$ cat src/rtl/grid_frame_loader.sv
// Copies the 28x28 drawing grid into the network input buffer as Q16.16 activations,
// counts set pixels, and optionally wipes the grid afterwards.
module grid_frame_loader #(
   parameter int unsigned GRID_SIZE    = 28,
   parameter int unsigned NUM_PIXELS   = GRID_SIZE * GRID_SIZE,
   parameter logic [31:0] ON_VALUE     = 32'h0001_0000,
   parameter logic [31:0] OFF_VALUE    = 32'h0000_0000,
   parameter logic [15:0] NN_BASE_ADDR = 16'd0
) (
   input  logic        CLOCK_50,
   input  logic        resetn,
   input  logic        start,
   input  logic        clear_after,
   output logic [15:0] grid_read_addr,
   input  logic [31:0] grid_data_read,
   output logic [15:0] grid_write_addr,
   output logic [31:0] grid_data_write,
   output logic        grid_write_enable,
   output logic [15:0] nn_write_addr,
   output logic [31:0] nn_data_write,
   output logic        nn_write_enable,
   output logic        busy,
   output logic        done,
   output logic [9:0]  pixel_count
);

   localparam int unsigned IDX_W = 10;
   localparam logic [IDX_W-1:0] LAST_IDX = IDX_W'(NUM_PIXELS - 1);

   localparam logic [2:0] S_IDLE   = 3'd0;
   localparam logic [2:0] S_STREAM = 3'd1;
   localparam logic [2:0] S_DRAIN  = 3'd2;
   localparam logic [2:0] S_CLEAR  = 3'd3;
   localparam logic [2:0] S_FINISH = 3'd4;

   logic [2:0]       r_state, w_state;
   logic [IDX_W-1:0] r_index, w_index;
   logic             r_clear_flag, w_clear_flag;
   logic             r_rd_valid, w_rd_valid;
   logic [IDX_W-1:0] r_rd_addr, w_rd_addr;
   logic [15:0]      r_grid_read_addr, w_grid_read_addr;
   logic [15:0]      r_grid_write_addr, w_grid_write_addr;
   logic             r_grid_we, w_grid_we;
   logic [15:0]      r_nn_addr, w_nn_addr;
   logic [31:0]      r_nn_data, w_nn_data;
   logic             r_nn_we, w_nn_we;
   logic             r_busy, w_busy;
   logic             r_done, w_done;
   logic [IDX_W-1:0] r_pixel_count, w_pixel_count;

   // Next-state and next-output logic; the read pipeline runs alongside the FSM.
   always_comb begin
      w_state           = r_state;
      w_index           = r_index;
      w_clear_flag      = r_clear_flag;
      w_pixel_count     = r_pixel_count;
      w_grid_we         = 1'b0;
      w_grid_write_addr = r_grid_write_addr;
      w_rd_valid        = (r_state == S_STREAM);
      w_rd_addr         = r_index;
      w_nn_we           = r_rd_valid;
      w_nn_addr         = r_nn_addr;
      w_nn_data         = r_nn_data;

      if (r_rd_valid) begin
         w_nn_addr = NN_BASE_ADDR + 16'(r_rd_addr);
         if (grid_data_read != 32'd0) begin
            w_nn_data     = ON_VALUE;
            w_pixel_count = r_pixel_count + IDX_W'(1);
         end else begin
            w_nn_data = OFF_VALUE;
         end
      end

      case (r_state)
         S_IDLE: begin
            // r_busy is still high in the cycle right after FINISH, so a start there is ignored
            if (start && !r_busy) begin
               w_clear_flag  = clear_after;
               w_pixel_count = '0;
               w_index       = '0;
               w_state       = S_STREAM;
            end
         end
         S_STREAM: begin
            if (r_index == LAST_IDX) begin
               w_index = '0;
               w_state = S_DRAIN;
            end else begin
               w_index = r_index + IDX_W'(1);
            end
         end
         S_DRAIN: begin
            // Hold until the last grid word has been turned into an nn write
            if (!r_rd_valid) begin
               w_state = r_clear_flag ? S_CLEAR : S_FINISH;
            end
         end
         S_CLEAR: begin
            w_grid_we         = 1'b1;
            w_grid_write_addr = 16'(r_index);
            if (r_index == LAST_IDX) begin
               w_index = '0;
               w_state = S_FINISH;
            end else begin
               w_index = r_index + IDX_W'(1);
            end
         end
         S_FINISH: begin
            w_state = S_IDLE;
         end
         default: begin
            w_state = S_IDLE;
         end
      endcase

      w_busy           = (r_state != S_IDLE);
      w_done           = (r_state == S_FINISH);
      w_grid_read_addr = (w_state == S_STREAM) ? 16'(w_index) : 16'd0;
   end

   always_ff @(posedge CLOCK_50 or negedge resetn) begin
      if (!resetn) begin
         r_state           <= S_IDLE;
         r_index           <= '0;
         r_clear_flag      <= 1'b0;
         r_rd_valid        <= 1'b0;
         r_rd_addr         <= '0;
         r_grid_read_addr  <= '0;
         r_grid_write_addr <= '0;
         r_grid_we         <= 1'b0;
         r_nn_addr         <= '0;
         r_nn_data         <= '0;
         r_nn_we           <= 1'b0;
         r_busy            <= 1'b0;
         r_done            <= 1'b0;
         r_pixel_count     <= '0;
      end else begin
         r_state           <= w_state;
         r_index           <= w_index;
         r_clear_flag      <= w_clear_flag;
         r_rd_valid        <= w_rd_valid;
         r_rd_addr         <= w_rd_addr;
         r_grid_read_addr  <= w_grid_read_addr;
         r_grid_write_addr <= w_grid_write_addr;
         r_grid_we         <= w_grid_we;
         r_nn_addr         <= w_nn_addr;
         r_nn_data         <= w_nn_data;
         r_nn_we           <= w_nn_we;
         r_busy            <= w_busy;
         r_done            <= w_done;
         r_pixel_count     <= w_pixel_count;
      end
   end

   assign grid_read_addr    = r_grid_read_addr;
   assign grid_write_addr   = r_grid_write_addr;
   assign grid_data_write   = 32'd0;
   assign grid_write_enable = r_grid_we;
   assign nn_write_addr     = r_nn_addr;
   assign nn_data_write     = r_nn_data;
   assign nn_write_enable   = r_nn_we;
   assign busy              = r_busy;
   assign done              = r_done;
   assign pixel_count       = r_pixel_count;

endmodule

$ cat config.mk
export PLATFORM = sky130hd
export DESIGN_NAME = grid_frame_loader
export DESIGN_NICKNAME = d
export VERILOG_FILES = /design/src/rtl/grid_frame_loader.sv
export SDC_FILE = /design/constraint.sdc
export NUM_CORES = 1
export LEC_CHECK = 0
export BUFFER_PORTS_ARGS = -buffer_cell sky130_fd_sc_hd__buf_2
export CAP_MARGIN = 20
export CORE_UTILIZATION = 42
export DETAILED_ROUTE_END_ITERATION = 8
export PLACE_DENSITY = 0.78
export RECOVER_POWER = 25
export SYNTH_ARGS = -nofsm -noshare
export SYNTH_HDL_FRONTEND = slang
export SYNTH_SLANG_ARGS = --single-unit
$ cat constraint.sdc
create_clock -name CLOCK_50 -period 1.8 [get_ports CLOCK_50]
set_input_delay 0.18 -clock CLOCK_50 [delete_from_list [all_inputs] [get_ports CLOCK_50]]
set_output_delay 0.18 -clock CLOCK_50 [all_outputs]
set_load 0.02 [all_outputs]
Word-level counts from Yosys, hierarchy flattened

Cells that the tools add are included.

Input bits: 36
Word-level logic and storage cells: 45
Output and inout port bits: 126
Flip-flop bits (word level): 101

$add $sub $neg: 2
Equal/unequal tests: 6
Mux-type cells: 16
Reductions and logical operators: 7

Operator list:

| cell                                                | number |
|---|---|
| two-way mux 10 bit                                  | 7 |
| nonzero test 32 bit                                 | 1 |
| adder 10 x 1 -> 10 bit, second input constant       | 2 |
| case mux 10 bit (2 select lines)                    | 1 |
| two-way mux 17 bit                                  | 1 |
| two-way mux 3 bit                                   | 5 |
| case mux 3 bit (4 select lines)                     | 1 |
| equality test 10 bit, second input constant         | 1 |
| equality test 3 x 1 -> 1 bit, second input constant | 2 |
| equality test 3 x 2 -> 1 bit, second input constant | 2 |
| equality test 3 bit, second input constant          | 1 |
| logical NOT 3 bit                                   | 1 |
| nonzero test 3 bit                                  | 1 |
| AND reduction 2 bit                                 | 1 |
| OR reduction 2 bit                                  | 1 |
| logical AND 1 bit                                   | 1 |
| logical NOT 1 bit                                   | 1 |
| two-way mux 1 bit                                   | 1 |

Depth between registers and ports, before layout

Gate-level depths: netlist (run 1).

Word-level depth: 6
Mapped depth: 7
Gate-level depth less buffers: 6

Worst setup path after synthesis (run 1)

No wires, ideal clock.

Path kind: register to register
Start point: register r_index[6]
End point: register r_state[0]
Period minus slack after synthesis: 1,821 ps
Stages on the path, launching flop included: 5
Path slack: -21 ps
Data required time: 1,669 ps
Library setup time: 131 ps
Path buffers: 0
Arrival time: 1,690 ps
Cells stage by stage: dfrtp_1 > or4b_4 > nor3_4 > nor2_2 > or3_1

Word-level cells in the longest chain between the ends: 3
Elaborated cells between the ends (all ways): 4
Classes of those cells: eq/ne: 1; mux: 3

Ends and longest elaborated chain:

| item                                 | line    | source |
|---|---|---|
| from (decl)                          | 37      | `logic [IDX_W-1:0] r_index, w_index;` |
| from (signal assigned)               | 140     | `r_index <= w_index;` |
| equality test 10 bit (*)             | 86, 102 |  |
| two-way mux 3 bit (on tied branches) | 102, 86 |  |
| case mux 3 bit (4 select lines) (*)  | 75      | `case (r_state)` |
| via w_state[0]                       | 36      | `logic [2:0] r_state, w_state;` |
| to (signal assigned)                 | 139     | `r_state <= w_state;` |
| to (decl)                            | 36      |  |

Mark *: on every way through the listed nets, which the timed path passes. The rest lies on a longest branch.
A chain may end at the register's enable or synchronous reset.

Final worst setup path (run 1)

Start point: register r_state[2]
End point: register r_grid_read_addr[2], in the netlist grid_read_addr[2]

Word-level cells in the longest chain between the ends: 4
Elaborated cells between the ends (all ways): 13
Classes of those cells: eq/ne: 4; mux: 7; reduce/logical: 2

Ends and longest elaborated chain:

| item                                                                                | line | source |
|---|---|---|
| equality test 3 x 1 -> 1 bit / equality test 3 x 2 -> 1 bit (equally long branches) | 75   |  |
| OR reduction 2 bit (no source line)                                                 | n/a  |  |
| case mux 10 bit (2 select lines) (*)                                                | 75   |  |
| via w_index[2]                                                                      | 37   |  |
| two-way mux 10 bit (*)                                                              | 119  | `w_grid_read_addr = (w_state == S_STREAM) ? 16'(w_index) : 16'd0;` |
| via w_grid_read_addr[2]                                                             | 41   | `logic [15:0] r_grid_read_addr, w_grid_read_addr;` |
| to (signal assigned)                                                                | 144  | `r_grid_read_addr <= w_grid_read_addr;` |
| to (decl)                                                                           | 41   |  |

Marks and branches as above.

==> results of run 1 <==
[logic make-up (layout without fill, tap and decap cells)]
family,Yosys count,after routing,synth area share [%]
adder cells (fa/ha/maj),2,2,0.7183
AO/OA/AOI/OAI,44,44,7.651
flip-flops,70,70,50.29
multiplexers,20,20,6.466
AND/OR/NAND/NOR,82,82,13.54
other,1,81,0.1077
XOR/XNOR,8,8,2.012
buffers and inverters,96,127,19.22
[sequential cells by signal (all words and copies together) (netlist names), 3 cells and up]
signal,flops
nn_write_addr,10
grid_read_addr,10
r_index,10
pixel_count,10
grid_write_addr,10
r_rd_addr,10
r_state,3
[per-layer routing]
metal / track usage, % / wire, um
met1: 21.16 / 2897
met2: 24.39 / 3375
met3: 3.984 / 493
met4: 6.538 / 28
met5: 0 / 0
[where the power goes]
part | total [uW] | internal (uW) | switching, uW
clock network | 1280 | 687 | 596
logic | 2200 | 846 | 1350
registers | 2380 | 2090 | 292
[metrics by stage]
step	total power [uW]	area (um^2)	utilization (%)	setup slack, ns	hold slack, ns
2_1_floorplan	3914	3796	-	0.008609	-0.1156
3_3_place_gp	4533	3859	48.92	0.07239	0.1526
3_5_place_dp	4599	3859	48.92	-0.007712	0.1671
4_1_cts	5911	4075	51.67	0.006137	0.04256
5_1_grt	6254	4080	51.73	-0.01171	0.06293
6_report	5859	4080	51.73	0.07448	0.05526
[final cells by class]
class | instances | area (um^2) | area share (%)
Tap cell | 102 | 127.6 | 3.128
Multi-Input combinational cell | 237 | 1388 | 34.01
Clock buffer | 10 | 137.6 | 3.373
Inverter | 5 | 18.77 | 0.4600
Clock inverter | 6 | 68.82 | 1.687
Timing Repair Buffer | 106 | 586.8 | 14.38
Sequential cell | 70 | 1753 | 42.96
[layout by cell type (no fill, tap or decap), types with 11 or more instances in the layout]
cell type	instances
sky130_fd_sc_hd__dfrtp_1	69
sky130_fd_sc_hd__conb_1	81
sky130_fd_sc_hd__nor2_1	16
sky130_fd_sc_hd__a21oi_1	14
sky130_fd_sc_hd__mux2_2	20
sky130_fd_sc_hd__buf_2	76
sky130_fd_sc_hd__nand2_1	11
sky130_fd_sc_hd__o21ai_0	12
sky130_fd_sc_hd__buf_4	17
[critical path, cell delays in order (launching register included)]
cell                       delay [ns]
sky130_fd_sc_hd__dfrtp_2         0.45
sky130_fd_sc_hd__or3_4           0.43
sky130_fd_sc_hd__o21a_2          0.26
sky130_fd_sc_hd__o21ai_0         0.16
sky130_fd_sc_hd__o21ai_0         0.13
sky130_fd_sc_hd__a21boi_0        0.16
[worst paths after layout]
kind | start | to | slack [ns]
worst max register to register | r_state[2] | grid_read_addr[2] | 0.07
worst max-delay path | r_state[2] | grid_read_addr[2] | 0.07
min in group asynchronous | resetn | nn_write_addr[5] | 0.59
worst min register to register | r_rd_addr[3] | nn_write_addr[3] | 0.48
max in group asynchronous | resetn | r_state[2] | 0.37
worst min-delay path | clear_after | r_clear_flag | 0.06
[what timing repair did]
| action | in CTS | in global routing |
|---|---|---|
| pin swaps | 1 | 4 |
| setup endpoints to repair | 1 | 8 |
| setup buffers | 0 | 2 |
| gates resized for setup | 0 | 7 |
| gates cloned | 0 | 0 |
| endpoints found under the hold margin | 20 | 0 |
| hold buffers | 1 | 0 |
==> PnR_summary.wiki, run 1 <==
{| class="wikitable"
! Metric !! Value
|-
| Outcome || complete, no violations
|-
| Post-DR vias/cell || 4.629
|-
| Total Die Area || 0.008662 mm^2
|-
| Synthesis Warnings || 0
|-
| Number of global-route vias before repair || 2216
|-
| Max-capacitance violation count || 0
|-
| Fin. max-slew vios || 0
|-
| Maximum clock path buffer count || 2
|-
| Die boundary height || 93.07 um
|-
| Leading post-synthesis cells by cell area || sky130_fd_sc_hd__dfrtp_1 (50%), sky130_fd_sc_hd__buf_4 (17%), sky130_fd_sc_hd__mux2_2 (6.5%)
|-
| Largest area contributor in the netlist || sky130_fd_sc_hd__dfrtp_1
|-
| Most common library cells after synthesis || sky130_fd_sc_hd__buf_4 (81), sky130_fd_sc_hd__dfrtp_1 (70), sky130_fd_sc_hd__mux2_2 (20)
|-
| Final nets || 467
|-
| Number of port buffers || 80
|-
| Global-route wire length before repair || 10650 um
|-
| Dpl hpwl || 5024 um
|-
| Main flop type after synthesis || sky130_fd_sc_hd__dfrtp_1
|-
| Proportion of synthesized chip area in sequential cells || 50.29%
|-
| Max transition margin || 22.74%
|-
| Netlist cell types || 43
|-
| Total Wirelength || 6794 um
|-
| Number of synthesized register bits || 70
|-
| Placed Cells || 517
|-
| Pin count of the biggest net entering global routing || 51
|-
| Pin slew with the least headroom to its limit || 1.159 ns
|-
| Proportion of netlist area held by the largest area contributor || 50.29%
|-
| Number of antenna-violating nets in the routed design || 0
|-
| TritonCTS clock tree || built
|-
| Final setup violating endpoints || 0
|-
| Clock-pin slew reported for the worst setup and hold paths after clock tree synthesis || 0.08 ns
|-
| Final-layout setup total negative slack || 0 ns
|-
| Final Hold Fails || 0
|-
| Final std cells w/o fill || 536
|-
| Number of antenna violations at the first check in global routing || 0
|-
| Count of H-tree levels built during CTS || 3
|-
| Clock latency reported for the late side of the worst-skew pair || 0.34 ns
|-
| Initial core utilization || 44.16%
|-
| FILL cells || 690
|-
| Element type at the critical path start || flip-flop
|-
| Cell count of the worst hold path || 3
|-
| Number of standard-cell rows in the floorplan || 32
|-
| Critical Path Fanout Max || 7
|-
| Wire length per cell || 12.68 um
|-
| Shortest clock period the worst path allows after layout || 1.726 ns
|-
| RePlAce Congestion || 0.8782
|-
| Fraction of final layout cells with drive strength greater than 1 || 34.33%
|-
| DRC errors left || 0
|-
| Placeable core region || 0.007888 mm^2
|-
| Count of flip-flops with a built-in enable after synthesis || 0
|-
| Number of sinks on the clock net || 70
|-
| Number of buffers added by the clock tree synthesis step || 9
|-
| Gate Count Post-Synth || 323
|-
| Iteration-0 DRC count of the detailed router || 161
|-
| Critical path class || flip-flop to flip-flop
|-
| Type of the tightest min-delay check || input pin to flip-flop
|-
| Remaining Overflow, GRT || 0
|-
| Power density relative to cell area || 1436 mW/mm^2
|-
| Required time of the critical path || 2.01 ns
|-
| Total number of vias || 2481
|-
| Cell at the root of the clock tree || sky130_fd_sc_hd__clkbuf_8
|-
| Number of top-level design ports || 162
|-
| Type of element capturing the critical path || flip-flop
|-
| Crit share post-route || 95.86%
|-
| Mean Syn Cell Area || 10.78 um^2
|-
| Area growth from synthesis to final layout || 17.13%
|-
| Number of diodes || 0
|-
| Global router's overall resource usage || 15.79%
|-
| Crit path arrival time || 1.93 ns
|-
| Chip width || 93.07 um
|-
| Worst vdd ir || 0.0005553 V
|-
| First-pass iteration count of the detailed router || 4
|-
| Async set or reset register ratio after synthesis || 100.0%
|-
| Summed instance area of the synthesized netlist || 0.003483 mm^2
|-
| Worst reg-to-reg path cell count || 5
|-
| Leakage || 0.002157 uW
|-
| Cell with the most instances after synthesis || sky130_fd_sc_hd__buf_4
|-
| Post-route clock skew || 0.01113 ns
|-
| Max Clk Rate || 579.5 MHz
|}
No activity file was read; power rests on OpenSTA's default activity.
==> run 2, diff against run 1 <==
Settings changed: REMOVE_ABC_BUFFERS set to 1.
==> run 2 against run 1 <==
The flow now finishes with violations (negative setup slack); non-clock buffer count up 1; largest cell class unchanged; fmax shrank 4.4%; combinational power is 2% higher; worst setup slack got worse by 0.079 ns; first-iteration DRC count is 17% lower; highest routed layer unchanged.
==> PnR_summary.wiki, run 2 (same netlist as run 1, synthesis figures left out) <==
{| class="wikitable"
! Metric !! Value
|-
| Placed Cells || 520
|-
| Number of standard-cell rows in the floorplan || 32
|-
| Number of global-route vias before repair || 2300
|-
| Global router's overall resource usage || 16.60%
|-
| Number of sinks on the clock net || 70
|-
| Pre-CTS setup slack || 0.001000 ns
|-
| Number of antenna violations at the first check in global routing || 0
|-
| Worst path max stage delay || 0.50 ns
|-
| Type of element capturing the critical path || flip-flop
|-
| Global-route wire length before repair || 10920 um
|-
| RePlAce Congestion || 0.8840
|-
| Crit share post-route || 100.3%
|-
| Share of total power consumed by net switching || 37.55%
|-
| Area growth from synthesis to final layout || 17.53%
|-
| Initial core utilization || 44.16%
|-
| Unrepaired setup endpoints after global routing || yes
|-
| Maximum clock path buffer count || 2
|-
| Max-capacitance violation count || 0
|-
| First-pass iteration count of the detailed router || 4
|-
| Number of top-level design ports || 162
|-
| Chip width || 93.07 um
|-
| Type of the tightest min-delay check || input pin to flip-flop
|-
| Iteration-0 DRC count of the detailed router || 133
|-
| Element type at the critical path start || flip-flop
|-
| Final std cells w/o fill || 535
|-
| Share of total power in sequential cells || 40.9%
|-
| Fraction of final layout cells with drive strength greater than 1 || 35.33%
|-
| Required time of the critical path || 2.05 ns
|-
| Placeable core region || 0.007888 mm^2
|-
| Outcome || finished, violations left
|-
| Clock-pin slew reported for the worst setup and hold paths after clock tree synthesis || 0.07 ns
|-
| Clock network fraction of design power || 20.9%
|-
| Sequence of cells on the critical path || ha_2 > and3_1 > and3_1 > or3_2 > a31oi_2
|-
| Most common cell after layout, fill and taps aside || sky130_fd_sc_hd__conb_1
|-
| Total Die Area || 0.008662 mm^2
|-
| Critical-path cell with the highest stage delay || sky130_fd_sc_hd__or3_2
|-
| Final Hold Fails || 0
|-
| Critical Path Fanout Max || 4
|-
| Crit path arrival time || 2.06 ns
|-
| Worst Hold Margin || 0.07632 ns
|-
| Final setup margin || -0.004742 ns
|-
| Cell at the root of the clock tree || sky130_fd_sc_hd__clkbuf_8
|-
| Number of buffers added by the clock tree synthesis step || 9
|-
| FILL cells || 743
|-
| Dpl hpwl || 5328 um
|-
| Cell-internal power || 3665 uW
|-
| Fin. max-slew vios || 0
|-
| Number of port buffers || 80
|-
| Most frequent cells in the layout || sky130_fd_sc_hd__conb_1 (81), sky130_fd_sc_hd__buf_2 (80), sky130_fd_sc_hd__dfrtp_1 (70), sky130_fd_sc_hd__buf_4 (23), sky130_fd_sc_hd__mux2_2 (20)
|-
| Number of diodes || 0
|-
| Pin count of the biggest net entering global routing || 35
|-
| Critical path's most frequent cell || sky130_fd_sc_hd__and3_1
|-
| Wire length per cell || 13.27 um
|-
| Count of H-tree levels built during CTS || 3
|-
| Shortest clock period the worst path allows after layout || 1.805 ns
|-
| Critical path class || flip-flop to flip-flop
|-
| DRC errors left || 0
|-
| Combinational group share of total power || 38.2%
|-
| Final nets || 468
|-
| Worst vdd ir || 0.0004405 V
|-
| Post-route clock skew || 0.004257 ns
|-
| Clock latency reported for the late side of the worst-skew pair || 0.33 ns
|-
| Violations in the final reports || negative setup slack
|-
| Die boundary height || 93.07 um
|-
| Number of buffers added for setup after CTS || 0
|-
| Total number of vias || 2455
|-
| Final setup violating endpoints || 1
|-
| Power density relative to cell area || 1434 mW/mm^2
|-
| Total Wirelength || 7098 um
|-
| Switching power summed over all nets || 2204 uW
|-
| Remaining Overflow, GRT || 0
|-
| Number of antenna-violating nets in the routed design || 0
|-
| Leakage || 0.002187 uW
|-
| TritonCTS clock tree || built
|-
| Post-DR vias/cell || 4.589
|-
| Max Clk Rate || 554.1 MHz
|}
## run 2: cell type report
cell class                      instances  area [um^2]  share of cell area (%)
Tap cell                              102        127.6                   3.117
Clock buffer                           13        158.9                   3.881
Multi-Input combinational cell        237         1389                   33.92
Inverter                                5        18.77                  0.4584
Clock inverter                          1        30.03                  0.7335
Sequential cell                        70         1752                   42.79
Timing Repair Buffer                  107        618.1                   15.10
## run 2: power groups by stage
stage | sequential [uW] | combinational (uW) | clock (uW)
floorplan | 2840 | 895 | 0
global placement | 2400 | 2160 | 0
detailed placement | 2420 | 2210 | 0
CTS | 2400 | 2240 | 1250
global route | 2470 | 2430 | 1310
finish | 2400 | 2240 | 1230
## run 2: worst paths after layout
check / cells after the start / start / to / slack (ns)
min in group asynchronous: 2 / resetn / nn_write_addr[5] / 0.32
min: 3 / clear_after / r_clear_flag / 0.08
min reg2reg: 1 / r_rd_addr[5] / nn_write_addr[5] / 0.48
max reg2reg: 5 / r_index[0] / r_index[6] / -0.005
max: 5 / r_index[0] / r_index[6] / -0.005
max in group asynchronous: 3 / resetn / pixel_count[7] / 0.87
## run 2: through the flow
stage	area, um^2	power, uW	setup TNS [ns]	util, %
2_1_floorplan	3133	3735	-1.313	-
3_3_place_gp	3869	4563	0	49.05
3_5_place_dp	3869	4632	0	49.05
4_1_cts	4075	5880	0	51.67
5_1_grt	4094	6216	-0.1155	51.90
6_report	4094	5869	-0.004742	51.90
## run 2: routing by layer
| layer | wire length, um | global-route usage, % | vias to the layer above |
|---|---|---|---|
| met2 | 3611 | 27.88 | 108 |
| met1 | 2912 | 20.13 | 1186 |
| li1 | - | - | 1154 |
| met4 | 68 | 6.538 | 0 |
| met3 | 505 | 4.715 | 7 |
| met5 | 0 | 0 | - |
## run 2: what timing repair did
item | in CTS | in global routing
hold buffers | 1 | 0
hold endpoints to repair | 17 | 0
gates resized for setup | 1 | 6
endpoints found under the setup margin | 3 | 13
pin swaps | 0 | 2
## run 2: critical path: cells and delay by family, from the launching register on
family	cells	cell delay, ns
fa+ha+maj	1	0.21
compound gates	1	0.20
simple gates	3	0.93
flops	1	0.39
